===== src/rtl/alu_share_arbiter.sv =====
// Shares one combinational ALU between two valid/ready requesters.
// One transaction is in flight at a time: IDLE -> EXEC -> RESP -> IDLE.
module alu_share_arbiter #(
  parameter int unsigned DATA_W = 32,
  parameter bit          FAIR   = 1'b1
) (
  input  logic              CLK,
  input  logic              Reset,
  input  logic              ReqValid0,
  input  logic              ReqValid1,
  output logic              ReqReady0,
  output logic              ReqReady1,
  input  logic [DATA_W-1:0] ReqA0,
  input  logic [DATA_W-1:0] ReqB0,
  input  logic [DATA_W-1:0] ReqA1,
  input  logic [DATA_W-1:0] ReqB1,
  input  logic [3:0]        ReqCtrl0,
  input  logic [3:0]        ReqCtrl1,
  output logic              RspValid0,
  output logic              RspValid1,
  input  logic              RspReady0,
  input  logic              RspReady1,
  output logic [DATA_W-1:0] RspData,
  output logic              RspZero,
  output logic [DATA_W-1:0] ALUBusA,
  output logic [DATA_W-1:0] ALUBusB,
  output logic [3:0]        ALUCtrl,
  input  logic [DATA_W-1:0] ALUBusW,
  input  logic              ALUZero
);

  typedef enum logic [1:0] {
    IDLE = 2'd0,
    EXEC = 2'd1,
    RESP = 2'd2
  } state_t;

  state_t state, state_nxt;
  logic   prio;
  logic   owner;
  logic   grant0, grant1;
  logic   accept;
  logic   rsp_take;

  // Grant selection; only meaningful in IDLE and suppressed while in reset.
  always_comb begin
    grant0 = 1'b0;
    grant1 = 1'b0;
    if (state == IDLE && !Reset) begin
      if (ReqValid0 && ReqValid1) begin
        if (FAIR && prio) grant1 = 1'b1;
        else              grant0 = 1'b1;
      end else begin
        grant0 = ReqValid0;
        grant1 = ReqValid1;
      end
    end
  end

  assign ReqReady0 = grant0;
  assign ReqReady1 = grant1;
  assign accept    = (ReqValid0 && grant0) || (ReqValid1 && grant1);
  assign rsp_take  = (state == RESP) && (owner ? RspReady1 : RspReady0);
  assign RspValid0 = (state == RESP) && !owner && !Reset;
  assign RspValid1 = (state == RESP) &&  owner && !Reset;

  // State register.
  always_ff @(posedge CLK) begin
    if (Reset) state <= IDLE;
    else       state <= state_nxt;
  end

  // Next-state logic.
  always_comb begin
    state_nxt = state;
    unique case (state)
      IDLE:    if (accept)   state_nxt = EXEC;
      EXEC:                  state_nxt = RESP;
      RESP:    if (rsp_take) state_nxt = IDLE;
      default:               state_nxt = IDLE;
    endcase
  end

  // Request latch, result capture and round-robin pointer update.
  always_ff @(posedge CLK) begin
    if (Reset) begin
      prio    <= 1'b0;
      owner   <= 1'b0;
      ALUBusA <= '0;
      ALUBusB <= '0;
      ALUCtrl <= '0;
      RspData <= '0;
      RspZero <= 1'b0;
    end else begin
      if (state == IDLE && accept) begin
        owner   <= grant1;
        ALUBusA <= grant1 ? ReqA1    : ReqA0;
        ALUBusB <= grant1 ? ReqB1    : ReqB0;
        ALUCtrl <= grant1 ? ReqCtrl1 : ReqCtrl0;
      end
      if (state == EXEC) begin
        RspData <= ALUBusW;
        RspZero <= ALUZero;
      end
      if (rsp_take && FAIR) prio <= ~owner;
    end
  end

endmodule


===== config.mk =====
export PLATFORM = sky130hd
export DESIGN_NAME = alu_share_arbiter
export DESIGN_NICKNAME = d
export VERILOG_FILES = /design/src/rtl/alu_share_arbiter.sv
export SDC_FILE = /design/constraint.sdc
export NUM_CORES = 1
export LEC_CHECK = 0
export ABC_AREA = 1
export BUFFER_PORTS_ARGS = -buffer_cell sky130_fd_sc_hd__buf_2
export CAP_MARGIN = 20
export CORE_MARGIN = 2
export CORE_UTILIZATION = 43
export DETAILED_ROUTE_END_ITERATION = 10
export PLACE_DENSITY_LB_ADDON = 0.08
export SLEW_MARGIN = 5
export SYNTH_ARGS = -nofsm -noshare
export SYNTH_HDL_FRONTEND = slang
export SYNTH_SLANG_ARGS = --single-unit

===== constraint.sdc =====
create_clock -name CLK -period 1.56 [get_ports CLK]
set_input_delay 0.156 -clock CLK [delete_from_list [all_inputs] [get_ports CLK]]
set_output_delay 0.156 -clock CLK [all_outputs]
set_load 0.01 [all_outputs]

==> impl_metrics.ini <==
[critical_path]
arrival_ns = 1.34
slowest_stage = dfxtp_2
cp_top_family = buffers and inverters
reg2reg_to = ALUBusB[12]
criticalPathCategory = flip-flop to output port
slowest_delay_ns = 0.33
r2r_cells = 11
required_ns = 1.40
startpoint_type = flip-flop
crit_fanout = 10
endpoint_kind = output port
r2r_slack_ns = 0.09
reg2reg_from = state[0]
cp_num_buf_inv = 4
crit_chain = inv_2, nand2_2, nor2_4, nand2_4, buf_12, inv_1, buf_2

[clocking]
htree_levels = 3
clkSlewWorstSetupHoldPaths_ns = 0.07
cts_buffers = 9
clk_latency_ns = 0.35
clock_sinks = 105
clockBufferDepth = 2
cts_tree = yes
cts_root_buf = clkbuf_16

[synth]
synth_cells = 835
synthArstFlopShare = 0
yosysWarnings = 0
synth_area_leaders = dfxtp_1 40%, nor2_1 20%, nand2_1 16%
synth_top_cell_area_share = 0.4023
synth-seq-cells = 105
syn_area_per_cell_sq_um = 6.257
ys_types = 19
synth_nets = 1010
synth_edf_count = 0
seq_area_frac_synth = 0.4023
yosys.area.top_type = dfxtp_1
syn_area_sq_um = 5225
synth-main-ff-cell = dfxtp_1

[route]
drc = 0
ant_nets = 0
wire_per_inst_um = 12.68
vias = 5773
via_per_inst = 4.589
first_pass_iters = 4
routed_wl_um = 15950
initialDrtViolationCount = 391

[sta]
clock_skew_ns = 0.007336
fin_hold_ws_ns = 0.01922
setup_tns_ns = 0
max_slew_margin = 0.6214
max_slew.worst_pin.slew_ns = 0.5671
period_share = 0.9620
fin_crit_ns = 1.501
setup_viol = 0
drv_slew = 0
timing.fmax_ghz = 0.6663
hold_viol_final = 0

[floorplan]
die_y_um = 114.2
start_util = 0.4387
ioPinCount = 280
core_area_sq_um = 11910
die_x_um = 114.2
die_area_sq_um = 13050
num_rows = 40

[final_layout]
fin_area_sq_um = 7443
drive_above_1_share = 0.3063
layout_commonest_cell = buf_2
fill_cells = 1155
final_cell_mix = 279 x buf_2, 273 x nor2_1, 213 x nand2_1
fin_nets = 1280
syn_to_final_growth_pct = 42.46
instances_no_fill = 1258

[grt]
grt_pass1_wl_um = 24040
grt_util_all_layers = 0.2306
grt_pass1_vias = 5121
antenna_found_initial = 0
overflow = 0
grt_max_degree = 67

[placed_design]
postPlaceCellArea_sq_um = 6808
gp_congestion = 0.7977
io_buffers = 279
dp.cells = 1227
dp_hpwl_um = 10330

[job]
drv_cap = 0

[power_and_ir_drop]
peakVddDrop_v = 0.0006978
p_per_area_nw_per_um2 = 1023
leakagePower_nw = 4.460

[worst_hold_path]
worstHoldStart = ALUBusW[8]
min_to = RspData[8]
whs_path_depth = 3
hold_path_class = input port to flip-flop

[status]
status = finished, final reports clean
cells by family after synthesis:
kind of cell | Yosys count | share of synthesized area
and+or+nand+nor | 562 | 0.4540
buffers and inverters | 130 | 0.1058
DFF | 105 | 0.4023
AOI/OAI and AO/OA | 38 | 0.03784
timing repair:
item / 4_1_cts / 5_1_grt
hold endpoints to repair: 0 / 0
gates resized for setup: 2 / 9
hold buffers: 0 / 0
endpoints found under the setup margin: 2 / 47
cloned: 4 / 2
pin swaps: 3 / 3
setup buffers: 6 / 2
synth_stat cells (2+ instances only):
cell type,n
nor2_1,274
nand2_1,216
dfxtp_1,105
inv_1,73
nand3b_1,68
o21ai_0,34
buf_2,22
clkbuf_1,19
buf_4,8
inv_2,4
buf_1,3
nand3_1,2
worst max path at each step:
stage / startpoint / endpoint / slack, ns / cells after the start
floorplan: prio / ALUBusA[12] / 0.33 / 9
global placement: state[0] / ALUBusA[8] / 0.11 / 9
detailed placement: state[0] / ALUBusA[8] / 0.08 / 9
CTS: state[0] / ReqReady1 / 0.01 / 7
global route: prio / ALUBusA[27] / -0.01 / 10
finish: state[0] / ReqReady0 / 0.06 / 7
metal layers:
metal	routed length, um	vias up	GRT usage
met5	0	-	0
met4	397	0	0.09268
met3	1289	27	0.06988
met2	7589	209	0.3853
met1	6669	2486	0.2774
li1	-	3051	-
tightest hold or removal path, stage by stage:
cell and delay [ns]:
buf_2 0.07, nor2_1 0.03, nor2_1 0.08
area by class of cell:
type,instances,area [sq um],share of cell area
clock buffer,10,229.0,0.03076
multi-input combinational,602,2638,0.3543
tap,147,183.9,0.02471
clock inverter,6,115.1,0.01546
sequential,105,2103,0.2826
inverter,77,289.0,0.03883
timing repair buffer,310,1883,0.2530
antenna,1,2.502,0.0003362
state kept, by name, indices dropped and copies added, names as in the netlist:
| signal | flops |
|---|---|
| owner | 1 |
| prio | 1 |
| ALUBusA | 32 |
| RspZero | 1 |
| state | 2 |
| ALUCtrl | 4 |
| ALUBusB | 32 |
| RspData | 32 |
where the power goes:
part	total (mW)	internal, mW	switching (mW)
Clock	2.64	1.58	1.06
Sequential	3.10	2.97	0.126
Combinational	1.88	0.869	1.01
Total	7.61	5.42	2.19
metrics by stage:
stage                     setup slack [ns]  utilization  power (mW)
after global placement              0.1114       0.5715       4.887
after CTS                         0.009624       0.6155       7.638
after floorplan                     0.3291            -       4.165
final                              0.05921       0.6249       7.611
after global routing             -0.009800       0.6247       8.029
after detailed placement           0.07602       0.5715       4.896
Power figures use the tool's default switching activity.
